$ cat src/rtl/led_phase_scheduler.sv
// Four-LED phase scheduler: one shared period counter drives chase, blink and
// ping-pong patterns; mode changes are deferred to a period boundary.
module led_phase_scheduler #(
    parameter int PERIOD = 2_000_000,
    parameter int CW     = 21
) (
    input  logic       CLK,
    input  logic       RST,
    input  logic       En,
    input  logic [1:0] Mode_In,
    input  logic       Mode_Valid,
    output logic       Mode_Ready,
    output logic [3:0] LED_Out,
    output logic       Period_Tick,
    output logic       Busy
);

    typedef enum logic [1:0] {
        ST_IDLE = 2'b00,
        ST_RUN  = 2'b01,
        ST_STOP = 2'b10
    } state_t;

    localparam logic [CW-1:0] LAST_C = CW'(PERIOD - 1);
    localparam logic [CW-1:0] Q1_C   = CW'(PERIOD / 4);
    localparam logic [CW-1:0] Q2_C   = CW'(PERIOD / 2);
    localparam logic [CW-1:0] Q3_C   = CW'(3 * (PERIOD / 4));
    localparam logic [CW-1:0] ONE_C  = CW'(1);

    state_t          state_r, state_s;
    logic [CW-1:0]   count_r, count_s;
    logic            wrap_s;
    logic            accept_s, apply_s;
    logic [1:0]      cur_mode_r, cur_mode_s;
    logic [1:0]      pend_mode_r, pend_mode_s;
    logic            pend_valid_r, pend_valid_s;
    logic [2:0]      step_r, step_s;
    logic [1:0]      qi_s, pos_s;
    logic [3:0]      led_s;
    logic            mode_ready_r;
    logic [3:0]      led_r;
    logic            tick_r;
    logic            busy_r;

    assign wrap_s   = (state_r != ST_IDLE) && (count_r == LAST_C);
    assign accept_s = Mode_Valid && !pend_valid_r;
    // A pending mode lands immediately in IDLE, otherwise only on the wrap cycle.
    assign apply_s  = pend_valid_r && ((state_r == ST_IDLE) || wrap_s);

    // Next-state and period counter.
    always_comb begin
        state_s = state_r;
        count_s = count_r;
        case (state_r)
            ST_IDLE: begin
                count_s = '0;
                if (En) state_s = ST_RUN;
                else    state_s = ST_IDLE;
            end
            ST_RUN: begin
                count_s = wrap_s ? '0 : count_r + ONE_C;
                if (!En) state_s = ST_STOP;
                else     state_s = ST_RUN;
            end
            ST_STOP: begin
                count_s = wrap_s ? '0 : count_r + ONE_C;
                if (En)          state_s = ST_RUN;
                else if (wrap_s) state_s = ST_IDLE;
                else             state_s = ST_STOP;
            end
            default: begin
                state_s = ST_IDLE;
                count_s = '0;
            end
        endcase
    end

    // Mode handshake, pending slot and step counter.
    always_comb begin
        pend_valid_s = pend_valid_r;
        pend_mode_s  = pend_mode_r;
        cur_mode_s   = cur_mode_r;
        step_s       = step_r;
        if (apply_s) begin
            pend_valid_s = 1'b0;
            cur_mode_s   = pend_mode_r;
            step_s       = 3'd0;
        end else if (accept_s) begin
            pend_valid_s = 1'b1;
            pend_mode_s  = Mode_In;
        end else begin
            pend_valid_s = pend_valid_r;
        end
        if (!apply_s && wrap_s) begin
            if (step_r == 3'd5) step_s = 3'd0;
            else                step_s = step_r + 3'd1;
        end else begin
            step_s = step_s;
        end
    end

    // Quarter index, ping-pong position and LED pattern decode.
    always_comb begin
        if (count_r >= Q3_C)      qi_s = 2'd3;
        else if (count_r >= Q2_C) qi_s = 2'd2;
        else if (count_r >= Q1_C) qi_s = 2'd1;
        else                      qi_s = 2'd0;

        case (step_r)
            3'd0:    pos_s = 2'd0;
            3'd1:    pos_s = 2'd1;
            3'd2:    pos_s = 2'd2;
            3'd3:    pos_s = 2'd3;
            3'd4:    pos_s = 2'd2;
            3'd5:    pos_s = 2'd1;
            default: pos_s = 2'd0;
        endcase

        led_s = 4'b0000;
        if (state_r == ST_IDLE) begin
            led_s = 4'b0000;
        end else begin
            case (cur_mode_r)
                2'b00:   led_s = 4'b0000;
                2'b01:   led_s = 4'b0001 << qi_s;
                2'b10:   led_s = (qi_s == 2'd3) ? 4'b1111 : 4'b0000;
                2'b11:   led_s = 4'b0001 << pos_s;
                default: led_s = 4'b0000;
            endcase
        end
    end

    // State and counter registers.
    always_ff @(posedge CLK or posedge RST) begin
        if (RST) begin
            state_r <= ST_IDLE;
            count_r <= '0;
        end else begin
            state_r <= state_s;
            count_r <= count_s;
        end
    end

    // Mode and step registers.
    always_ff @(posedge CLK or posedge RST) begin
        if (RST) begin
            cur_mode_r   <= 2'b00;
            pend_mode_r  <= 2'b00;
            pend_valid_r <= 1'b0;
            step_r       <= 3'd0;
        end else begin
            cur_mode_r   <= cur_mode_s;
            pend_mode_r  <= pend_mode_s;
            pend_valid_r <= pend_valid_s;
            step_r       <= step_s;
        end
    end

    // Registered outputs.
    always_ff @(posedge CLK or posedge RST) begin
        if (RST) begin
            mode_ready_r <= 1'b1;
            led_r        <= 4'b0000;
            tick_r       <= 1'b0;
            busy_r       <= 1'b0;
        end else begin
            mode_ready_r <= !pend_valid_s;
            led_r        <= led_s;
            tick_r       <= wrap_s;
            busy_r       <= (state_s != ST_IDLE);
        end
    end

    assign Mode_Ready  = mode_ready_r;
    assign LED_Out     = led_r;
    assign Period_Tick = tick_r;
    assign Busy        = busy_r;

endmodule

$ cat config.mk
export PLATFORM = sky130hd
export DESIGN_NAME = led_phase_scheduler
export DESIGN_NICKNAME = d
export VERILOG_FILES = /design/src/rtl/led_phase_scheduler.sv
export SDC_FILE = /design/constraint.sdc
export NUM_CORES = 1
export LEC_CHECK = 0
export CAP_MARGIN = 30
export CORE_ASPECT_RATIO = 1.4
export CORE_MARGIN = 2
export CORE_UTILIZATION = 40
export DETAILED_ROUTE_END_ITERATION = 10
export GPL_TIMING_DRIVEN = 0
export HOLD_SLACK_MARGIN = 0.1
export SYNTH_ARGS = -nofsm -noshare
export SYNTH_HDL_FRONTEND = slang
export SYNTH_SLANG_ARGS = --single-unit
export TNS_END_PERCENT = 30
$ cat constraint.sdc
create_clock -name CLK -period 2.5 [get_ports CLK]
set_input_delay 0.5 -clock CLK [delete_from_list [all_inputs] [get_ports CLK]]
set_output_delay 0.5 -clock CLK [all_outputs]
set_load 0.1 [all_outputs]
==> metrics.yaml <==
grt.total_usage: 0.157
synth_top_area_cell: "dfrtp_1"
start_util: 0.420
path_cells: "clkdlybuf4s50_1"
cts_tree: "yes"
crit_type: "register to output port"
worst-path-max-fanout: 1
yosys.area.top_type_share: 0.451
cts_buffer_depth: 2
cts_sinks: 38
p_seq_frac: 0.409
clk_latency_ns: 0.29
coreArea_sq_um: 4880
rsz0062_at_grt: "no"
hold_viol_final: 0
cts_buffers: 5
synth.avg_cell_area_sq_um: 9.77
multi_input_area_sq_um: 1020
synth_edf_count: 0
slew_viol_final: 0
fp.dieH_um: 88.7
finalCriticalPeriod_ns: 2.44
gr-total-overflow: 0
yosysMostFrequentCell: "dfrtp_1"
power_density_nw_per_um2: 819
switchingPower_mw: 0.768
synthArstFlopShare: 1.00
ys_ff_latch: 38
yosys-top-cells-area: "dfrtp_1, xor2_1, nor2_1, ha_1, a21oi_1"
netlist-cell-type-count: 46
cp.arrival_ns: 1.94
clock_power_share: 0.227
place_area_sq_um: 2250
clk_pin_slew_worst_paths_ns: 0.07
post_drt_wl_per_cell_um: 13.1
synth.net_count: 223
cp_num_buf_inv: 1
cp_slowest_cell: "clkdlybuf4s50_1"
final_area_sq_um: 2340
root_buffer: "clkbuf_8"
antenna_found_initial: 0
outcome: "finished, final reports clean"
totalWireLength_um: 3850
critical-path-top-delay-family: "buffers and inverters"
power_frac_comb: 0.364
die-area_sq_um: 5720
vias: 1540
worstMarginPinSlew_ns: 0.979
first_pass_iters: 4
worstPathRequired_ns: 2.00
diodes: 0
p_int_mw: 1.15
grt_pass1_vias: 1500
hold_path.class: "register to register"
cts_hold_buf: 0
rows: 30
crit_cells: 1
grt_max_degree: 39
place_hpwl_um: 2750
ios: 13
drive_gt1_frac: 0.109
yosysSeqAreaShare: 0.464
postCtsSetupBuffers: 0
slowest_delay_ns: 1.13
p_leak_nw: 1.01
synth_common_cells: "dfrtp_1, nor2_1, nand2_1"
netlist_instances: 210
drtAntennaViolNets: 0
fmax_ghz: 0.410
grt_pass1_wl_um: 6840
syn_area_sq_um: 2050
nNetsFinal: 242
setup_viol: 0
max_cap_viol_count: 0
maxSlewHeadroom: 0.346
ys.flop_type: "dfrtp_1"
min_period_over_period: 0.977
cts_resized: 0
setup_tns_ns: 0
cts_max_level: 2
detail_route.iter0.violations: 89
nFillCells: 493
die_w_um: 64.5
gp_congestion: 0.787
viasPerCell: 5.24
ys_warn_count: 0
synthToLayoutAreaGrowth_pct: 14.2
finalClockSkew_ns: 0.00530
critPathCaptureType: "output port"
drc: 0
switching_share: 0.400
regArea_sq_um: 952
hold_path_depth: 1
reg2reg_depth: 6
setup.worst_path.start_class: "register"
ir_drop_mv: 0.267
port_buffers: 12
## cell families (layout without fill, tap and decap cells)
group | Yosys count | in the layout | share of synthesized area
buffers and inverters | 18 | 38 | 0.0390
flip-flops | 38 | 38 | 0.464
multiplexers | 5 | 5 | 0.0268
adder cells (fa/ha/maj) | 7 | 7 | 0.0427
AO/OA/AOI/OAI | 37 | 37 | 0.114
AND/OR/NAND/NOR | 88 | 88 | 0.240
XOR/XNOR | 17 | 17 | 0.0726
## registers in the layout, summed over array words and instances (netlist names)
register      cells
Busy              1
Mode_Ready        1
cur_mode_r        2
count_r          21
step_r            3
pend_mode_r       2
state_r           2
LED_Out           4
Period_Tick       1
pend_valid_r      1
## worst reg2reg max path, cell delays in order, from the launching register on
cell and delay (ns):
dfrtp_1 0.43, ha_1 0.24, nand4_1 0.23, nor2_1 0.36
nand4_1 0.27, or3_1 0.40, a21oi_1 0.15
## placed cells by master (no fill, tap or decap), types with 8 or more instances in the layout
cell type / synthesis / final
clkdlybuf4s50_1: 0 / 12
xor2_1: 11 / 11
nand3_1: 9 / 9
nand2_1: 14 / 14
nor2_1: 25 / 25
dfrtp_1: 37 / 37
inv_1: 11 / 10
a21oi_1: 12 / 12
o21ai_0: 8 / 8
## worst paths after layout
| check | start | endpoint | slack, ns |
|---|---|---|---|
| setup / recovery | Mode_Ready | Mode_Ready | 0.06 |
| hold / removal | pend_mode_r[0] | pend_mode_r[0] | 0.52 |
| setup reg to reg | count_r[0] | count_r[20] | 0.35 |
| hold reg to reg | pend_mode_r[0] | pend_mode_r[0] | 0.52 |
| max in group asynchronous | RST | count_r[11] | 1.33 |
| min in group asynchronous | RST | state_r[1] | 0.67 |
## metal layers
metal	global-route usage	wire, um
met1	0.182	1670
met4	0.0696	74
met3	0.0344	101
met2	0.277	2000
met5	0	0
## power groups by stage
stage	Clock (mW)	Combinational [mW]	Sequential, mW
2_1_floorplan	0	0.329	1.00
3_3_place_gp	0	0.698	0.795
3_5_place_dp	0	0.708	0.798
4_1_cts	0.453	0.710	0.786
5_1_grt	0.474	0.765	0.800
6_report	0.436	0.698	0.785
## through the flow
stage | utilization | worst slack (ns) | total power [mW] | instances | hold slack, ns
after floorplan | - | 0.585 | 1.33 | 210 | 0.466
after global placement | 0.461 | 0.275 | 1.49 | 286 | 0.499
after detailed placement | 0.461 | 0.325 | 1.51 | 286 | 0.506
after CTS | 0.480 | 0.0439 | 1.95 | 294 | 0.522
after global routing | 0.480 | 0.0233 | 2.04 | 294 | 0.551
final | 0.480 | 0.0582 | 1.92 | 294 | 0.518
## final cells by class
type,count,area share
Buffer,7,0.0166
Multi-Input combinational cell,154,0.435
Inverter,11,0.0176
Clock inverter,1,0.00214
Timing Repair Buffer,12,0.0513
Sequential cell,38,0.407
Tap cell,64,0.0342
Clock buffer,7,0.0369
Note: power is estimated with default switching activity, not from simulation.
